<file path="config.mk">
export PLATFORM = sky130hd
export DESIGN_NAME = keypad_in
export DESIGN_NICKNAME = d
export VERILOG_FILES = /design/src/rtl/keypad_in.sv
export SDC_FILE = /design/constraint.sdc
export NUM_CORES = 1
export LEC_CHECK = 0
export ABC_AREA = 1
export CELL_PAD_IN_SITES_DETAIL_PLACEMENT = 0
export CELL_PAD_IN_SITES_GLOBAL_PLACEMENT = 2
export CORE_MARGIN = 4
export CORE_UTILIZATION = 35
export CTS_BUF_LIST = sky130_fd_sc_hd__clkbuf_8
export DETAILED_ROUTE_END_ITERATION = 8
export HOLD_SLACK_MARGIN = 0.02
export PLACE_DENSITY_LB_ADDON = 0.2
export RECOVER_POWER = 50
export SLEW_MARGIN = 25
export SYNTH_ARGS = -nofsm -noshare
export SYNTH_HDL_FRONTEND = slang
export SYNTH_SLANG_ARGS = --single-unit
</file>
<file path="constraint.sdc">
create_clock -name i_clk -period 13.5 [get_ports i_clk]
set_input_delay 2.025 -clock i_clk [delete_from_list [all_inputs] [get_ports i_clk]]
set_output_delay 2.025 -clock i_clk [all_outputs]
set_load 0.01 [all_outputs]
</file>
<file path="src/rtl/keypad_in.sv">
// keypad_in: 4x4 matrix keypad scanner with debounce, hex digit entry and a
// read-syscall port that stalls the CPU until an entered value is available.
// Optional feature macro: KEYPAD_TYPEAHEAD_EN turns the single ready slot
// into a 2-entry FIFO so one value can be typed ahead of the CPU.
// Handshake: a read request (i_op == OP_SYSCALL, i_num == 5) is held by the
// CPU; o_valid pulses in the one cycle the value is handed over, o_stall is
// high in every requesting cycle before that, and both are low otherwise.
module keypad_in #(
   parameter int         SCAN_DIV        = 1000,
   parameter int         DEBOUNCE_FRAMES = 4,
   parameter logic [3:0] OP_SYSCALL      = 4'hF
) (
   input  logic        i_clk,
   input  logic        i_rst,
   output logic [3:0]  o_col,
   input  logic [3:0]  i_row,
   input  logic        i_enter,
   input  logic [3:0]  i_op,
   input  logic [31:0] i_num,
   output logic [31:0] o_val,
   output logic        o_valid,
   output logic        o_stall,
   output logic [31:0] o_echo,
   output logic [1:0]  o_state
);

   localparam int DIV_W = $clog2(SCAN_DIV);
   localparam int CNT_W = $clog2(DEBOUNCE_FRAMES + 1);

   typedef enum logic [1:0] {
      ST_IDLE     = 2'd0,
      ST_DEBOUNCE = 2'd1,
      ST_HELD     = 2'd2
   } state_t;

   logic [3:0]       row_s1, row_s2;
   logic             en_s1, en_s2, en_s3;
   logic [DIV_W-1:0] div_cnt;
   logic [1:0]       col_idx;
   logic             slot_end, frame_done;
   logic             col_hit;
   logic [1:0]       col_row;
   logic [3:0]       cand;
   logic             fr_hit;
   logic [3:0]       fr_dig;
   logic             merged_hit;
   logic [3:0]       merged_dig;
   state_t           state, state_nx;
   logic [3:0]       deb_dig, deb_dig_nx;
   logic [CNT_W-1:0] deb_cnt, deb_cnt_nx;
   logic             accept;
   logic [31:0]      entry;
   logic             enter_rise;
   logic             rd_req;
   logic             ready;
   logic [31:0]      head;
   logic             push, pop;
   logic [31:0]      val_q;

   // Two-flop synchronizers for the asynchronous rows and enter button, plus
   // one extra enter stage for edge detection.
   always_ff @(posedge i_clk or posedge i_rst) begin
      if (i_rst) begin
         row_s1 <= 4'hF;
         row_s2 <= 4'hF;
         en_s1  <= 1'b0;
         en_s2  <= 1'b0;
         en_s3  <= 1'b0;
      end else begin
         row_s1 <= i_row;
         row_s2 <= row_s1;
         en_s1  <= i_enter;
         en_s2  <= en_s1;
         en_s3  <= en_s2;
      end
   end

   assign enter_rise = en_s2 & ~en_s3;

   // Column scan timer: each column is driven for SCAN_DIV clocks.
   always_ff @(posedge i_clk or posedge i_rst) begin
      if (i_rst) begin
         div_cnt <= '0;
         col_idx <= 2'd0;
      end else if (slot_end) begin
         div_cnt <= '0;
         col_idx <= col_idx + 2'd1;
      end else begin
         div_cnt <= div_cnt + DIV_W'(1);
      end
   end

   assign slot_end   = (div_cnt == DIV_W'(SCAN_DIV - 1));
   assign frame_done = slot_end && (col_idx == 2'd3);
   assign o_col      = ~(4'b0001 << col_idx);

   // Lowest pressed row in the driven column, and the frame-wide lowest digit
   // once this column is folded in.
   always_comb begin
      col_hit = 1'b0;
      col_row = 2'd0;
      for (int r = 3; r >= 0; r--) begin
         if (!row_s2[r]) begin
            col_hit = 1'b1;
            col_row = 2'(r);
         end
      end
      cand       = {col_row, col_idx};
      merged_hit = fr_hit | col_hit;
      merged_dig = fr_dig;
      if (col_hit && (!fr_hit || (cand < fr_dig))) merged_dig = cand;
   end

   // Per-frame accumulator, cleared when the frame result is consumed.
   always_ff @(posedge i_clk or posedge i_rst) begin
      if (i_rst) begin
         fr_hit <= 1'b0;
         fr_dig <= 4'd0;
      end else if (frame_done) begin
         fr_hit <= 1'b0;
         fr_dig <= 4'd0;
      end else if (slot_end) begin
         fr_hit <= merged_hit;
         fr_dig <= merged_dig;
      end
   end

   // Debounce FSM state register.
   always_ff @(posedge i_clk or posedge i_rst) begin
      if (i_rst) begin
         state   <= ST_IDLE;
         deb_dig <= 4'd0;
         deb_cnt <= '0;
      end else begin
         state   <= state_nx;
         deb_dig <= deb_dig_nx;
         deb_cnt <= deb_cnt_nx;
      end
   end

   // Debounce FSM: advances only at frame boundaries; HELD never repeats.
   always_comb begin
      state_nx   = state;
      deb_dig_nx = deb_dig;
      deb_cnt_nx = deb_cnt;
      accept     = 1'b0;
      if (frame_done) begin
         case (state)
            ST_IDLE: begin
               if (merged_hit) begin
                  deb_dig_nx = merged_dig;
                  deb_cnt_nx = CNT_W'(1);
                  if (DEBOUNCE_FRAMES <= 1) begin
                     state_nx = ST_HELD;
                     accept   = 1'b1;
                  end else begin
                     state_nx = ST_DEBOUNCE;
                  end
               end
            end
            ST_DEBOUNCE: begin
               if (!merged_hit) begin
                  state_nx = ST_IDLE;
               end else if (merged_dig != deb_dig) begin
                  deb_dig_nx = merged_dig;
                  deb_cnt_nx = CNT_W'(1);
               end else if (deb_cnt >= CNT_W'(DEBOUNCE_FRAMES - 1)) begin
                  state_nx = ST_HELD;
                  accept   = 1'b1;
               end else begin
                  deb_cnt_nx = deb_cnt + CNT_W'(1);
               end
            end
            ST_HELD: begin
               if (!merged_hit) state_nx = ST_IDLE;
            end
            default: state_nx = ST_IDLE;
         endcase
      end
   end

   assign o_state = state;

   // Entry register: accepted digits shift in at the bottom, oldest fall off
   // the top. A handed-off entry restarts from zero (or from a digit accepted
   // on that very clock).
   always_ff @(posedge i_clk or posedge i_rst) begin
      if (i_rst) begin
         entry <= 32'd0;
      end else if (push) begin
         entry <= accept ? {28'd0, merged_dig} : 32'd0;
      end else if (accept) begin
         entry <= {entry[27:0], merged_dig};
      end
   end

   assign o_echo = entry;

   assign rd_req  = (i_op == OP_SYSCALL) && (i_num == 32'd5);
   assign pop     = rd_req & ready & ~i_rst;
   assign o_valid = pop;
   assign o_stall = rd_req & ~ready & ~i_rst;
   assign o_val   = pop ? head : val_q;

`ifdef KEYPAD_TYPEAHEAD_EN
   logic [31:0] fifo0, fifo1;
   logic [1:0]  fcnt;

   assign ready = (fcnt != 2'd0);
   assign head  = fifo0;
   assign push  = enter_rise & ((fcnt != 2'd2) | pop);

   // Two-entry typeahead FIFO, fifo0 holds the oldest value.
   always_ff @(posedge i_clk or posedge i_rst) begin
      if (i_rst) begin
         fifo0 <= 32'd0;
         fifo1 <= 32'd0;
         fcnt  <= 2'd0;
      end else begin
         case ({push, pop})
            2'b10: begin
               if (fcnt == 2'd0) fifo0 <= entry;
               else              fifo1 <= entry;
               fcnt <= fcnt + 2'd1;
            end
            2'b01: begin
               fifo0 <= fifo1;
               fcnt  <= fcnt - 2'd1;
            end
            2'b11: begin
               if (fcnt == 2'd1) begin
                  fifo0 <= entry;
               end else begin
                  fifo0 <= fifo1;
                  fifo1 <= entry;
               end
            end
            default: ;
         endcase
      end
   end
`else
   logic [31:0] slot;
   logic        slot_full;

   assign ready = slot_full;
   assign head  = slot;
   assign push  = enter_rise & (~slot_full | pop);

   // Single ready slot; an enter while full is ignored unless the slot is
   // being read on the same clock.
   always_ff @(posedge i_clk or posedge i_rst) begin
      if (i_rst) begin
         slot      <= 32'd0;
         slot_full <= 1'b0;
      end else begin
         if (push) slot <= entry;
         slot_full <= push | (slot_full & ~pop);
      end
   end
`endif

   // Last delivered value, shown on o_val between reads.
   always_ff @(posedge i_clk or posedge i_rst) begin
      if (i_rst) begin
         val_q <= 32'd0;
      end else if (pop) begin
         val_q <= head;
      end
   end

endmodule

</file>
==> impl_metrics.json, run 1 <==
{
  "drtIter0Drc": 173,
  "grt_max_degree": 94,
  "antenna_found_initial": 0,
  "die-area_um2": 19100,
  "worstSetupPathType": "in -> out",
  "vias": 4484,
  "postCtsHoldBufs": 0,
  "cts_root_buf": "clkbuf_8",
  "yosysMostFrequentCell": "nand2_1",
  "cp-endpoint": "o_val[18]",
  "sequentialPowerShare_pct": 50.6,
  "wirelength_um": 14060,
  "async_flop_share_pct": 100.0,
  "grt_pass1_vias": 4603,
  "routed_via_density": 4.637,
  "violations": "capacitance limit, slew limit",
  "drv_slew": 82,
  "cts_buffer_depth": 2,
  "numCtsBuffers": 17,
  "cts.sinks": 134,
  "fmax_mhz": 131.2,
  "synth_edf_count": 0,
  "syn_nets": 675,
  "port_buffers": 114,
  "pin_count": 115,
  "tightest_slew_ns": 2.358,
  "r2r.worst_path.cells": 19,
  "period_minus_slack_ns": 7.624,
  "grt_pass1_wl_um": 23200,
  "syn_area_um2": 5933,
  "outcome": "finished with violations",
  "gr-usage-met2_pct": 25.54,
  "met1_usage_pct": 18.41,
  "syn_avg_cell_area_um2": 9.539,
  "core_um2": 16580,
  "placed_cells": 936,
  "yosys_warnings": 0,
  "p_int_mw": 0.6184,
  "relSlewSlack_pct": -57.23,
  "grt.total_usage_pct": 14.92,
  "ir_drop_mv": 0.07075,
  "netlist.area_leader.share_pct": 53.14,
  "hold_violations": 0,
  "synth.ff_latch_count": 134,
  "yosysSeqAreaShare_pct": 56.68,
  "layout-drive-gt1-share_pct": 12.45,
  "r2r-start": "row_s2[3]",
  "ys.flop_type": "dfrtp_1",
  "antenna_cells": 0,
  "worstPathMaxFanout": 93,
  "drt-wirelength-per-cell_um": 14.54,
  "setup.worst_path.start_class": "input pin",
  "fin_cells": 967,
  "period_share_pct": 56.48,
  "clk_pin_slew_ns": 0.08,
  "worstPathArrival_ns": 5.60,
  "synthDistinctLibCells": 32,
  "hp-class": "reg -> reg",
  "dr.pass1.iters": 4,
  "end_kind": "output pin",
  "ff_latch_area_um2": 3363,
  "p_comb_share_pct": 3.6,
  "clkPwrFrac_pct": 45.9,
  "synthTopCellsByCount": "nand2_1, dfrtp_1, inv_1",
  "crit_start": "i_rst",
  "syn_inst": 622,
  "rsz0062_at_grt": "no",
  "cts_resized": 0,
  "p_sw_share_pct": 22.68,
  "cts_max_level": 4,
  "fillers": 1596,
  "start_util_pct": 35.78,
  "ant_nets": 0,
  "rows": 47,
  "yosys-top-cells-area": "dfrtp_1, nand2_1, mux2_2, nand3_1, inv_1",
  "worst-endpoint-required_ns": 11.48,
  "cts_tree": "yes",
  "p_leak_nw": 3.715,
  "die_x_um": 138.2,
  "hpwlAfterDp_um": 9679,
  "gp_congestion": 0.7581,
  "finalSetupTns_ns": 0,
  "switching_power_mw": 0.1814,
  "rrSetupSlack_ns": 8.80,
  "setup_viol": 0,
  "finalNetCount": 788,
  "cap_violations": 2,
  "drc": 0,
  "use_met3_pct": 3.902,
  "multi_input_area_um2": 2108,
  "grt_most_used_layer": "met2",
  "pwr_density_cell_nw_per_um2": 104.7,
  "globalRouteOverflowTotal": 0,
  "areaGrowthSynthToFinish_pct": 28.70,
  "reg2reg_to": "o_echo[1]",
  "post_cts.repair.setup_buffers": 0,
  "fin_skew_ns": 0.01052,
  "fp.dieH_um": 138.2,
  "yosys.area.top_type": "dfrtp_1",
  "clock_latency_ns": 0.45
}
## cell usage in the layout, fill, tap and decap left out, types with 30 or more instances in the layout
cell and n:
nand2_1 144, dfrtp_1 126, clkdlybuf4s50_1 78, inv_1 69, nand3_1 54, o21ai_0 43, a21oi_1 36, mux2_2 36
dlygate4sd3_1 36, nor2_1 30
## flip-flops by register name, indices dropped and copies added (netlist names), 2 cells and up
name     count
head        32
o_echo      32
val_q       32
div_cnt     10
deb_dig      4
fr_dig       4
row_s1       4
row_s2       4
deb_cnt      3
col_idx      2
o_state      2
## worst min path at each step
stage	startpoint	cells after the start	slack [ns]	end
CTS	row_s1[1]	0	0.36	row_s2[1]
global placement	en_s1	0	0.34	en_s2
detailed placement	en_s1	0	0.34	en_s2
global route	row_s1[2]	0	0.36	row_s2[2]
finish	en_s1	0	0.36	en_s2
floorplan	en_s1	0	0.33	en_s2
## metrics by stage
step                util [%]  area (µm²)  hold WS (ns)  total power, mW  setup WS, ns
floorplan                  -        5933        0.3312           0.4264         5.183
global placement       43.75        7256        0.3403           0.4433         5.987
detailed placement     43.75        7256        0.3428           0.4437         5.855
CTS                    46.36        7689        0.3589           0.8151         5.792
global route           46.05        7636        0.3621           0.8343         5.582
finish                 46.05        7636        0.3581           0.7998         5.876
## layout make-up
| type | count | area share, % |
|---|---|---|
| clock inverter | 14 | 2.605 |
| clock buffer | 17 | 3.064 |
| sequential | 134 | 44.04 |
| tap | 220 | 3.605 |
| multi-input combinational | 389 | 27.61 |
| timing repair buffer | 118 | 15.29 |
| inverter | 75 | 3.785 |
## power groups by stage
stage                     logic, mW  clock network (mW)  registers (mW)
after global placement       0.0311                   0           0.412
after detailed placement     0.0314                   0           0.412
after floorplan              0.0142                   0           0.412
final                        0.0285               0.367           0.404
after CTS                    0.0315               0.379           0.404
after global routing         0.0324               0.397           0.405
## per-layer routing
| metal | share of wire [%] | wire (µm) | up-vias |
|---|---|---|---|
| met5 | 0 | 0 | - |
| met4 | 1.6 | 218 | 0 |
| met3 | 4.0 | 559 | 15 |
| met2 | 50 | 7000 | 87 |
| met1 | 45 | 6281 | 2143 |
| li1 | - | - | 2239 |
## worst max-delay path, cell delays in order
cell and delay (ns):
dlygate4sd3_1 0.59, inv_6 0.60, nand3_1 0.15, nor4_1 0.36, nand2_1 0.17, nor2_4 0.72, mux2_2 0.44, clkdlybuf4s50_1 0.48
## cell families (layout without fill, tap and decap cells)
group	after synthesis	after routing	share of synthesized area [%]
simple gates	253	253	19.15
flops	134	134	56.68
buf+inv	99	224	7.128
compound gates	86	86	7.507
mux	36	36	6.833
fa+ha+maj	10	10	2.109
xor+xnor	4	4	0.5906
No activity file was read; power rests on OpenSTA's default activity.
==> run 2: changes to the inputs <==
- CORE_UTILIZATION: 35 -> 33
- clock period: 13.5 -> 7.5 ns (I/O delays scaled with it)
==> run 2 against run 1 <==
Net effect: the flow still finishes with violations (capacitance limit, slew limit); clock power rose by 74%; critical path depth unchanged; routed wire length grew 3.4%; first-iteration DRC count shrank 5.8%; sequential share of layout area fell by 0.25 points; utilization shrank 2.1 points; critical endpoint is now o_val[16]; largest cell class unchanged; largest power group unchanged.
==> impl_metrics.json, run 2 (synthesis gave the netlist of run 1 again) <==
{
  "globalRouteOverflowTotal": 0,
  "post_cts.repair.setup_buffers": 0,
  "vias": 4553,
  "clkPwrFrac_pct": 44.9,
  "rows": 48,
  "setup_viol": 0,
  "cp-endpoint": "o_val[16]",
  "violations": "capacitance limit, slew limit",
  "final_cell_mix": "nand2_1, dfrtp_1, clkdlybuf4s50_1",
  "r2r-start": "row_s2[1]",
  "p_int_mw": 1.095,
  "numCtsBuffers": 17,
  "worstPathMaxFanout": 76,
  "pwr_density_cell_nw_per_um2": 184.9,
  "cts_tree": "yes",
  "setup.worst_path.start_class": "input pin",
  "crit_start": "i_rst",
  "clk_pin_slew_ns": 0.08,
  "fp.dieH_um": 142.1,
  "period_minus_slack_ns": 5.769,
  "drv_slew": 61,
  "reg2reg_to": "o_echo[0]",
  "worst-endpoint-required_ns": 6.38,
  "cts_root_buf": "clkbuf_8",
  "ir_drop_mv": 0.1153,
  "crit_path_cell_trace": "dlygate4sd3_1, inv_6, nand3_1, nor4_1, nand2_1, nor2_4, mux2_2, clkdlybuf4s50_1",
  "drt-wirelength-per-cell_um": 14.94,
  "r2r.worst_path.cells": 15,
  "port_buffers": 114,
  "ant_nets": 0,
  "grt_pass1_wl_um": 24360,
  "postCtsHoldBufs": 0,
  "layout-drive-gt1-share_pct": 13.50,
  "p_comb_share_pct": 3.8,
  "areaGrowthSynthToFinish_pct": 29.44,
  "cts.sinks": 134,
  "cts_resized": 0,
  "relSlewSlack_pct": -119.0,
  "postPlaceCellArea_um2": 7262,
  "finalSetupTns_ns": 0,
  "dr.pass1.iters": 4,
  "drtIter0Drc": 163,
  "period_share_pct": 76.92,
  "rsz0062_at_grt": "no",
  "p_sw_share_pct": 22.89,
  "cp_slowest_cell": "nor2_4",
  "die_x_um": 142.1,
  "switching_power_mw": 0.3250,
  "worstPathArrival_ns": 4.64,
  "routed_via_density": 4.679,
  "start_util_pct": 33.95,
  "final_common_cell": "nand2_1",
  "cap_violations": 1,
  "p_leak_nw": 3.737,
  "hold_violations": 0,
  "tightest_slew_ns": 3.285,
  "antenna_cells": 0,
  "fin_area_um2": 7680,
  "worstSetupPathType": "in -> out",
  "finalNetCount": 788,
  "cts_buffer_depth": 2,
  "grt_max_degree": 77,
  "critPathMaxStageDelay_ns": 0.75,
  "hpwlAfterDp_um": 9925,
  "fmax_mhz": 173.3,
  "end_kind": "output pin",
  "p_total_mw": 1.420,
  "sequentialPowerShare_pct": 51.3,
  "outcome": "finished with violations",
  "hp-class": "reg -> reg",
  "grt_pass1_vias": 4756,
  "wirelength_um": 14540,
  "grt.total_usage_pct": 15.21,
  "rrSetupSlack_ns": 4.62,
  "die-area_um2": 20190,
  "gp_congestion": 0.8054,
  "drc": 0,
  "core_um2": 17480,
  "clock_latency_ns": 0.46,
  "fin_skew_ns": 0.006937,
  "antenna_found_initial": 0,
  "pin_count": 115,
  "cts_max_level": 4
}
## run 2: cell types whose count changed in the layout (fill, tap and decap cells not counted), moves of 2 or more
cell / delta
nand2_4: +2
nand2_2: +3
dlygate4sd3_1: +3
clkinv_2: +2
clkinv_4: -2
clkdlybuf4s50_1: -3
inv_6: -2
nand2_1: -5
clkbuf_8: +2
## run 2: metal layers
metal	track usage, %	part of all wire, %	up-vias
li1	-	-	2237
met1	19.11	45	2218
met2	25.54	49	81
met3	3.730	4.1	17
met4	5.455	1.5	0
met5	0	0	-
## run 2: critical path: cells and delay by family
family | cells | cell delay [ns]
buffers and inverters | 3 | 1.56
multiplexers | 1 | 0.44
AND/OR/NAND/NOR | 4 | 1.45
## run 2: metrics by stage
stage	setup slack, ns	cells	hold slack [ns]	util [%]
after floorplan	0.9829	622	0.3312	-
after detailed placement	1.688	941	0.3466	41.55
after global placement	1.849	941	0.3398	41.55
final	1.731	973	0.3532	43.94
after global routing	1.398	973	0.3600	43.94
after CTS	1.688	973	0.3585	43.94
## run 2: final cells by class
cell class / count / area [µm²]
Clock buffer: 19 / 261.5
Clock inverter: 13 / 155.1
Fill cell: 1702 / 9797
Inverter: 75 / 289.0
Multi-Input combinational cell: 389 / 2162
Sequential cell: 134 / 3363
Tap cell: 225 / 281.5
Timing Repair Buffer: 118 / 1167
## run 2: worst min path at each step
stage                     startpoint   endpoint  slack, ns  cells past startpoint
final                      row_s1[0]  row_s2[0]       0.35                      0
after global routing       row_s1[2]  row_s2[2]       0.36                      0
after CTS                  row_s1[3]  row_s2[3]       0.36                      0
after detailed placement       en_s1      en_s2       0.35                      0
after global placement         en_s1      en_s2       0.34                      0
after floorplan                en_s1      en_s2       0.33                      0
## run 2: power by group through the flow
| stage | sequential (mW) | clock [mW] | combinational [mW] |
|---|---|---|---|
| 2_1_floorplan | 0.742 | 0 | 0.0256 |
| 5_1_grt | 0.728 | 0.691 | 0.0610 |
| 3_3_place_gp | 0.742 | 0 | 0.0561 |
| 6_report | 0.728 | 0.637 | 0.0544 |
| 4_1_cts | 0.728 | 0.661 | 0.0569 |
| 3_5_place_dp | 0.742 | 0 | 0.0566 |
